$ cat config.mk
export PLATFORM = sky130hd
export DESIGN_NAME = ex_muldiv_seq
export DESIGN_NICKNAME = d
export VERILOG_FILES = /design/src/rtl/ex_muldiv_seq_pkg.sv /design/src/rtl/ex_muldiv_seq_iter.sv /design/src/rtl/ex_muldiv_seq.sv
export SDC_FILE = /design/constraint.sdc
export NUM_CORES = 1
export LEC_CHECK = 0
export CORE_UTILIZATION = 47
export DETAILED_ROUTE_END_ITERATION = 10
export DONT_BUFFER_PORTS = 1
export GPL_TIMING_DRIVEN = 0
export PLACE_DENSITY = 0.63
export SYNTH_ARGS = -nofsm -noshare
export SYNTH_HDL_FRONTEND = slang
export SYNTH_SLANG_ARGS = --single-unit
export TNS_END_PERCENT = 5
$ cat constraint.sdc
create_clock -name clk -period 3.4 [get_ports clk]
set_clock_uncertainty 0.05 [all_clocks]
set_input_delay 1.02 -clock clk [delete_from_list [all_inputs] [get_ports clk]]
set_output_delay 1.02 -clock clk [all_outputs]
set_load 0.01 [all_outputs]
$ cat src/rtl/ex_muldiv_seq_pkg.sv
// rtl/ex_muldiv_seq_pkg.sv - shared encodings, states and constants for the RV32M sequencer
package ex_muldiv_seq_pkg;

  localparam logic [2:0] MD_MUL    = 3'd0;
  localparam logic [2:0] MD_MULH   = 3'd1;
  localparam logic [2:0] MD_MULHSU = 3'd2;
  localparam logic [2:0] MD_MULHU  = 3'd3;
  localparam logic [2:0] MD_DIV    = 3'd4;
  localparam logic [2:0] MD_DIVU   = 3'd5;
  localparam logic [2:0] MD_REM    = 3'd6;
  localparam logic [2:0] MD_REMU   = 3'd7;

  localparam logic [31:0] MD_ALL_ONES = 32'hFFFF_FFFF;
  localparam logic [31:0] MD_INT_MIN  = 32'h8000_0000;

  typedef enum logic [2:0] {IDLE, PREP, CALC, FIX, DONE} mdState_t;

  function automatic logic [31:0] condNeg(input logic [31:0] v, input logic neg);
    return neg ? (~v + 32'd1) : v;
  endfunction

endpackage

$ cat src/rtl/ex_muldiv_seq_iter.sv
// rtl/ex_muldiv_seq_iter.sv - muldiv_iter_core: shift-add multiply / restoring divide, one step per enable
module muldiv_iter_core (
  input  logic        clk,
  input  logic        reset_n,
  input  logic        load,
  input  logic        step,
  input  logic        isDiv,
  input  logic [31:0] opA,
  input  logic [31:0] opB,
  output logic [63:0] acc
);

  logic [31:0] operandB;
  logic [32:0] mulSum;
  logic [32:0] divPart;
  logic [32:0] divDiff;
  logic [63:0] accNext;

  // acc = {hi, lo}: product accumulates in hi as the multiplier shifts out of lo;
  // for divide, hi is the partial remainder and lo collects quotient bits.
  always_comb begin
    mulSum  = {1'b0, acc[63:32]} + {1'b0, operandB};
    divPart = acc[63:31];
    divDiff = divPart - {1'b0, operandB};
    accNext = acc;
    if (isDiv) begin
      if (!divDiff[32]) accNext = {divDiff[31:0], acc[30:0], 1'b1};
      else              accNext = {divPart[31:0], acc[30:0], 1'b0};
    end else begin
      if (acc[0]) accNext = {mulSum, acc[31:1]};
      else        accNext = {1'b0, acc[63:1]};
    end
  end

  always_ff @(posedge clk) begin
    if (!reset_n) begin
      acc      <= '0;
      operandB <= '0;
    end else if (load) begin
      acc      <= {32'd0, opA};
      operandB <= opB;
    end else if (step) begin
      acc <= accNext;
    end
  end

endmodule

$ cat src/rtl/ex_muldiv_seq.sv
// rtl/ex_muldiv_seq.sv - RV32M multi-cycle sequencer; MULDIV_EARLY_OUT_EN lets trivial ops skip CALC
module ex_muldiv_seq
  import ex_muldiv_seq_pkg::*;
#(
  parameter int XLEN = 32,
  parameter int ITER = 32
) (
  input  logic            clk,
  input  logic            reset_n,
  input  logic            StartE,
  input  logic [2:0]      MOpE,
  input  logic [XLEN-1:0] Op1E,
  input  logic [XLEN-1:0] Op2E,
  input  logic [4:0]      RdE,
  input  logic            FlushE,
  output logic            StallMD,
  output logic            BusyMD,
  output logic            DoneMD,
  output logic [XLEN-1:0] ResultMD,
  output logic [4:0]      RdMD
);

  mdState_t    state, nextState;
  logic [2:0]  opReg;
  logic [31:0] aReg, bReg;
  logic [4:0]  rdReg;
  logic [4:0]  cnt;
  logic        negRes;
  logic [63:0] acc;

  logic        neg1, neg2, isDivOp, signNext;
  logic        divByZero, divOverflow, mulZero, earlyOut;
  logic [63:0] mulFull;
  logic [31:0] quot, remd, fixResult;

  always_comb begin
    isDivOp     = opReg[2];
    neg1        = (opReg inside {MD_MULH, MD_MULHSU, MD_DIV, MD_REM}) && aReg[31];
    neg2        = (opReg inside {MD_MULH, MD_DIV, MD_REM}) && bReg[31];
    signNext    = (opReg == MD_REM) ? neg1 : (neg1 ^ neg2);
    divByZero   = isDivOp && (bReg == 32'd0);
    divOverflow = ((opReg == MD_DIV) || (opReg == MD_REM)) &&
                  (aReg == MD_INT_MIN) && (bReg == MD_ALL_ONES);
    mulZero     = !isDivOp && ((aReg == 32'd0) || (bReg == 32'd0));
`ifdef MULDIV_EARLY_OUT_EN
    earlyOut    = divByZero || divOverflow || mulZero;
`else
    earlyOut    = 1'b0;
`endif
  end

  muldiv_iter_core u_core (
    .clk     (clk),
    .reset_n (reset_n),
    .load    (state == PREP),
    .step    (state == CALC),
    .isDiv   (isDivOp),
    .opA     (condNeg(aReg, neg1)),
    .opB     (condNeg(bReg, neg2)),
    .acc     (acc)
  );

  // The full 64-bit product is negated before picking a word so MULH* borrows correctly.
  always_comb begin
    mulFull = negRes ? (~acc + 64'd1) : acc;
    quot    = condNeg(acc[31:0], negRes);
    remd    = condNeg(acc[63:32], negRes);
    unique case (opReg)
      MD_MUL:                      fixResult = mulFull[31:0];
      MD_MULH, MD_MULHSU, MD_MULHU: fixResult = mulFull[63:32];
      MD_DIV, MD_DIVU:             fixResult = quot;
      default:                     fixResult = remd;
    endcase
    if (mulZero)     fixResult = 32'd0;
    if (divByZero)   fixResult = opReg[1] ? aReg : MD_ALL_ONES;
    if (divOverflow) fixResult = opReg[1] ? 32'd0 : MD_INT_MIN;
  end

  always_ff @(posedge clk) begin
    if (!reset_n) state <= IDLE;
    else          state <= nextState;
  end

  always_comb begin
    nextState = state;
    StallMD   = 1'b0;
    BusyMD    = (state != IDLE);
    DoneMD    = (state == DONE) && !FlushE;
    unique case (state)
      IDLE: if (StartE && !FlushE) begin
        nextState = PREP;
        StallMD   = 1'b1;
      end
      PREP: begin
        StallMD   = 1'b1;
        nextState = earlyOut ? FIX : CALC;
      end
      CALC: begin
        StallMD = 1'b1;
        if (cnt == 5'(ITER - 1)) nextState = FIX;
      end
      FIX: begin
        StallMD   = 1'b1;
        nextState = DONE;
      end
      DONE:    nextState = IDLE;
      default: nextState = IDLE;
    endcase
    if (FlushE && (state != IDLE)) nextState = IDLE;
  end

  always_ff @(posedge clk) begin
    if (!reset_n) begin
      opReg    <= '0;
      aReg     <= '0;
      bReg     <= '0;
      rdReg    <= '0;
      cnt      <= '0;
      negRes   <= 1'b0;
      ResultMD <= '0;
      RdMD     <= '0;
    end else begin
      if ((state == IDLE) && StartE && !FlushE) begin
        opReg <= MOpE;
        aReg  <= Op1E;
        bReg  <= Op2E;
        rdReg <= RdE;
      end
      if (state == PREP) negRes <= signNext;
      // Counter wraps 31 -> 0 exactly on the CALC -> FIX edge.
      if (FlushE || (state == PREP)) cnt <= '0;
      else if (state == CALC)        cnt <= cnt + 5'd1;
      if ((state == FIX) && !FlushE) begin
        ResultMD <= fixResult;
        RdMD     <= rdReg;
      end
    end
  end

endmodule

# == Word level (Yosys, flattened, before mapping) ==
# Cells that the tools add are included.
# op_classes
add_sub_neg,8
eq_ne,15
n_mux,22
bitwise_logic,7
n_reduce_logical,32
# ops
operator,count
$mux W32,11
$mux W64,4
$add A32 B1 Y32 const B,4
$not A32 Y32,4
$pmux W32 S3,1
$add A64 B1 Y64 const B,1
$eq A32 B32 Y1 const B,2
$logic_not A32 Y1,2
$not A64 Y64,1
$add A32 B32 Y33,1
$sub A33 B32 Y33,1
$eq A3 B2 Y1 const B,4
$eq A3 B3 Y1 const B,4
$logic_and A1 B1 Y1,12
$pmux W3 S4,1
$reduce_or A2 Y1,4
$eq A3 B1 Y1 const B,2
$logic_not A3 Y1,2
$mux W3,2
$reduce_bool A3 Y1,2
$reduce_or A3 Y1,2
$add A5 B1 Y5 const B,1
$eq A5 B5 Y1 const B,1
$ne A2 B2 Y1 const B,2
9 further kinds,13
# totals
reg_bits,214
input_bits,76
out_inout_bits,40
wordCells,96

# == Longest topological paths before layout ==
# logic_depth
depth_word,7
mapped_depth,13
depth_no_buf,12

# == Cells and area by module ==
# From an unflattened synthesis, not the netlist that was laid out.
# unflattened
cells_unflattened,2392
area_unflattened_um2,17749.5
# by_module_without_submodules
module,instances,cells_each,area_per_inst_um2,seq_area_each_um2
ex_muldiv_seq,1,1290,9087.5,2362.3
muldiv_iter_core,1,1102,8662.1,1921.8

# == Worst setup path after synthesis ==
# No wires, ideal clock.
# synth_path
kind,register to register
from,register u_core.acc[32]
to,register u_core.acc[35]
setup_time_ps,70
arrival_time_ps,3597
required_time_ps,3280
setup_slack_ps,-318
path_stages_with_launch,14
n_path_buf,2
period_less_slack_ps,3718
cell_sequence,dfxtp_1 -> clkbuf_1 -> inv_1 -> fa_1 -> nand2b_1 -> a21oi_1 -> o21ai_0 -> o21ai_1 -> a21oi_1 -> xnor2_1 -> clkbuf_1 -> nand3_1 -> a311o_1 -> a21oi_1
# synth_via
elab_chain_cells,3
word_cells_on_any_way,5
cone_classes,add/sub: 2; mux: 3
# synth_rtl
element,line_no,source
start: declaration,ex_muldiv_seq_iter.sv:10,output logic [63:0] acc
start signal: assignment,ex_muldiv_seq_iter.sv:40,"acc <= {32'd0, opA};"
start signal: assignment,ex_muldiv_seq_iter.sv:43,acc <= accNext;
$sub A33 B32 Y33 / $add A32 B32 Y33 (equally long branches),"ex_muldiv_seq_iter.sv:24, ex_muldiv_seq_iter.sv:22",
$mux W64 (on tied branches),"ex_muldiv_seq_iter.sv:27, ex_muldiv_seq_iter.sv:30",
$mux W64 *,ex_muldiv_seq_iter.sv:26,if (isDiv) begin
# Every way passes the cells marked *; elsewhere a longest branch is shown, timed or not.
# A chain may end at the register's enable or synchronous reset.

# == Worst setup path in the final report ==
# layout_path
from,register u_core.acc[7]
to,register ResultMD[21]
# layout_via
elab_chain_cells,7
word_cells_on_any_way,10
cone_classes,add/sub: 2; mux: 6; bitwise: 2
# layout_rtl
element,line_no,source
$not A64 Y64 / $not A32 Y32 (equally long branches),"ex_muldiv_seq.sv:65, ex_muldiv_seq_pkg.sv:19",
$add A64 B1 Y64 / $add A32 B1 Y32 (equally long branches),"ex_muldiv_seq.sv:65, ex_muldiv_seq_pkg.sv:19",
$mux W64 / $mux W32 (equally long branches),"ex_muldiv_seq.sv:65, ex_muldiv_seq_pkg.sv:19",
$pmux W32 S3 *,ex_muldiv_seq.sv:68,unique case (opReg)
$mux W32 *,ex_muldiv_seq.sv:74,if (mulZero) fixResult = 32'd0;
$mux W32 *,ex_muldiv_seq.sv:75,if (divByZero) fixResult = opReg[1] ? aReg : MD_ALL_ONES;
$mux W32 *,ex_muldiv_seq.sv:76,if (divOverflow) fixResult = opReg[1] ? 32'd0 : MD_INT_MIN;
end signal: assignment,ex_muldiv_seq.sv:134,ResultMD <= fixResult;
end: declaration,ex_muldiv_seq.sv:19,"output logic [XLEN-1:0] ResultMD,"
# Marked as above.

==> results.txt <==
number of antenna violations at the first check in global routing: 2
Synth area leaders: sky130_fd_sc_hd__dfxtp_1, sky130_fd_sc_hd__nand2_1, sky130_fd_sc_hd__ha_1
Placeable Area: 0.0358 mm^2
via count of the first global-routing pass: 17600
final net count: 2522
total global routing track utilization: 37.7%
via count of the routed design: 18800
cell type with the largest total area after synthesis: sky130_fd_sc_hd__dfxtp_1
clock network latency to the later pin of the worst-skew pair: 0.58 ns
library cell appearing most often on the critical path: sky130_fd_sc_hd__or4_4
multi-input logic area: 0.0125 mm^2
floorplan die height: 194 um
most instantiated library cell after synthesis: sky130_fd_sc_hd__nand2_1
DR vias/cell: 6.58
worst setup path class: register to register
number of max-slew violations in the final report: 0
total clock buffers created by CTS: 26
failing checks: negative setup slack
number of flops mapped to enable cells by yosys: 0
number of port buffers: 0
number of nets produced by synthesis: 2474
post-detailed-routing wire length: 72.7 mm
reported leakage power: 7.80 nW
Initial Util: 48.1%
maximum achievable frequency: 281 MHz
global-route wire length before repair: 109 mm
Seq/Total Area, Yosys: 24.8%
remaining design rule violation count: 0
largest fanout on the critical path: 7
fraction of synthesis flops using an asynchronous set or reset pin: 0%
Layout Area Growth over Synthesis: 13.3%
Max VDD drop: 622 uV
Hold/Removal Path Class: register to register
Setup crit start kind: register
final hold violation count: 0
Detailed Route Iter0 Violations: 2086
remaining global-route overflow: 0
sinks on the clock net: 214
total power divided by cell area: 390 mW/mm^2
gate count after technology mapping: 2325
final design instance area without fill: 0.0195 mm^2
CTS tree: done
reported max-cap violation count: 0
dominant synthesized flop cell: sky130_fd_sc_hd__dfxtp_1
clock slew at the register clock pins of the worst setup and hold paths: 0.06 ns
PnR worst setup slack: -0.153 ns
buffer levels on the longest clock path: 3
HPWL after DPL: 56.9 mm
final estimated routing congestion in global placement: 0.969
slowest library cell on the worst path: sky130_fd_sc_hd__or4_4
Critical Path AT: 3.96 ns
fraction of final layout cells with drive strength greater than 1: 9.50%
I/O pin count: 116
time the final worst path needs with I/O delays and setup: 3.55 ns
antenna violation net count after detailed routing: 0
depth of the CTS H-tree: 1
Die Span X: 194 um
RSZ-0062 raised after global routing: yes
placed cell count: 2786
TritonRoute pass-1 iters: 8
commonest cells in the netlist: sky130_fd_sc_hd__nand2_1, sky130_fd_sc_hd__dfxtp_1, sky130_fd_sc_hd__clkbuf_1
# hold bufs at CTS: 0
non-filler instance count after layout: 2851
#FFs+latches synth: 214
final setup vio count: 8
CP required: 3.80 ns
die footprint: 0.0375 mm^2
Critical Path Max Stage Delay: 0.58 ns
number of buffer and inverter stages on the critical path: 1
final critical-path share of the clock period: 104%
FILL cells: 3484
cell class contributing the biggest share of worst-path delay: simple AND/OR/NAND/NOR gates
standard-cell row count: 69
synthesized area per cell: 7.42 um^2
Cell variety after synth: 93
result of the run: finished, violations left
Ys Warns: 0
Worst-Margin Slew: 0.982 ns
Mapped Area: 0.0172 mm^2
remaining max-slew budget at the tightest pin: 34.5%
clock tree root driver cell: sky130_fd_sc_hd__clkbuf_16
largest net degree at the start of global routing: 15
placed cell areas: 0.0178 mm^2
average wire per cell in the routed design: 25.5 um
endpoint type of the worst setup path: register
top cell type's share of synthesized area: 24.8%
sequential cell area: 0.00431 mm^2
cells along the critical path: clkbuf_2, or4_4, or4_4, or4_4, or3_4, and2_4, mux2i_1, a211oi_4, o21ai_1
final design utilization: 54.6%
[registers in the layout, indices dropped and copies added, names as in the netlist]
| signal | cells |
|---|---|
| u_core.acc | 64 |
| ResultMD | 32 |
| bReg | 32 |
| state | 3 |
| cnt | 5 |
| u_core.operandB | 32 |
| aReg | 32 |
| rdReg | 5 |
| opReg | 3 |
| negRes | 1 |
| RdMD | 5 |
[worst register-to-register path: cells and delay by family (launching register included)]
family	cells	cell delay (ns)
compound gates	2	0.56
flops	1	0.30
buf+inv	1	0.16
mux	1	0.15
simple gates	5	2.21
[through the flow]
stage | setup TNS [ns] | total power [mW] | hold WS [ns] | setup WS, ns
final | -0.488 | 7.63 | 0.418 | -0.153
after global routing | -1.35 | 7.85 | 0.438 | -0.179
after CTS | -0.384 | 7.52 | 0.419 | -0.0802
after detailed placement | -66.68 | 4.43 | 0.411 | -1.55
after global placement | -67.27 | 4.43 | 0.400 | -1.61
after floorplan | 0 | 3.86 | 0.391 | 0.0190
[final cells by class]
type,count,area share (%)
multi-input combinational,1868,63.9
sequential,214,22.0
buffer,174,4.28
clock buffer,33,3.62
tap,461,2.95
inverter,66,1.31
clock inverter,11,0.973
timing repair buffer,23,0.947
antenna,1,0.0128
[where the power goes]
| group | switching, mW | internal [mW] |
|---|---|---|
| Clock | 1.21 | 1.78 |
| Sequential | 0.134 | 2.59 |
| Combinational | 1.23 | 0.687 |
| Total | 2.57 | 5.05 |
[path summary, 6_finish.rpt]
kind | startpoint | end | slack (ns) | cells past startpoint
worst max-delay path | u_core.acc[7] | ResultMD[21] | -0.15 | 9
worst max register to register | u_core.acc[7] | ResultMD[21] | -0.15 | 9
worst min register to register | rdReg[3] | rdReg[3] | 0.42 | 2
worst min-delay path | rdReg[3] | rdReg[3] | 0.42 | 2
[cells in the final DEF (no fill, tap or decap), drive strengths merged, types with 12 or more instances in the layout]
| cell type | n |
|---|---|
| a211oi | 34 |
| a21boi | 87 |
| a21o | 27 |
| a21oi | 130 |
| a22o | 12 |
| a31oi | 20 |
| and2 | 16 |
| and3 | 17 |
| buf | 43 |
| clkbuf | 182 |
| dfxtp | 214 |
| ha | 71 |
| inv | 65 |
| mux2i | 51 |
| nand2 | 417 |
| nand2b | 28 |
| nand3 | 52 |
| nand4 | 20 |
| nor2 | 125 |
| nor2b | 12 |
| nor3 | 49 |
| nor4 | 19 |
| o211a | 48 |
| o211ai | 47 |
| o21a | 15 |
| o21ai | 152 |
| o221ai | 16 |
| o22ai | 12 |
| o31ai | 38 |
| o41ai | 19 |
| or2 | 12 |
| or3 | 21 |
| or4 | 21 |
| xnor2 | 96 |
| xor2 | 58 |
[timing repair]
item / 4_1_cts / 5_1_grt
gates resized for setup: 114 / 67
pin swaps: 15 / 17
setup buffers: 18 / 5
setup endpoints to repair: 68 / 59
[cell families (layout without fill, tap and decap cells)]
| group | count (synthesis) | in the layout | synth area share, % |
|---|---|---|---|
| mux | 57 | 57 | 3.35 |
| simple gates | 834 | 834 | 22.3 |
| xor+xnor | 154 | 154 | 7.82 |
| compound gates | 750 | 750 | 30.3 |
| other cells | 0 | 1 | 0 |
| flops | 214 | 214 | 24.8 |
| buf+inv | 243 | 307 | 5.95 |
| fa+ha+maj | 73 | 73 | 5.38 |
[routing by layer]
| layer | track usage, % | routed length, um | share of wire [%] | vias to the layer above |
|---|---|---|---|---|
| met4 | 12.9 | 2610 | 3.6 | 0 |
| met2 | 56.4 | 30200 | 41 | 1073 |
| met3 | 9.03 | 8870 | 12 | 182 |
| li1 | - | - | - | 8540 |
| met5 | 0 | 0 | 0 | - |
| met1 | 52.8 | 31000 | 43 | 8959 |
(Power assumes the default switching activity.)
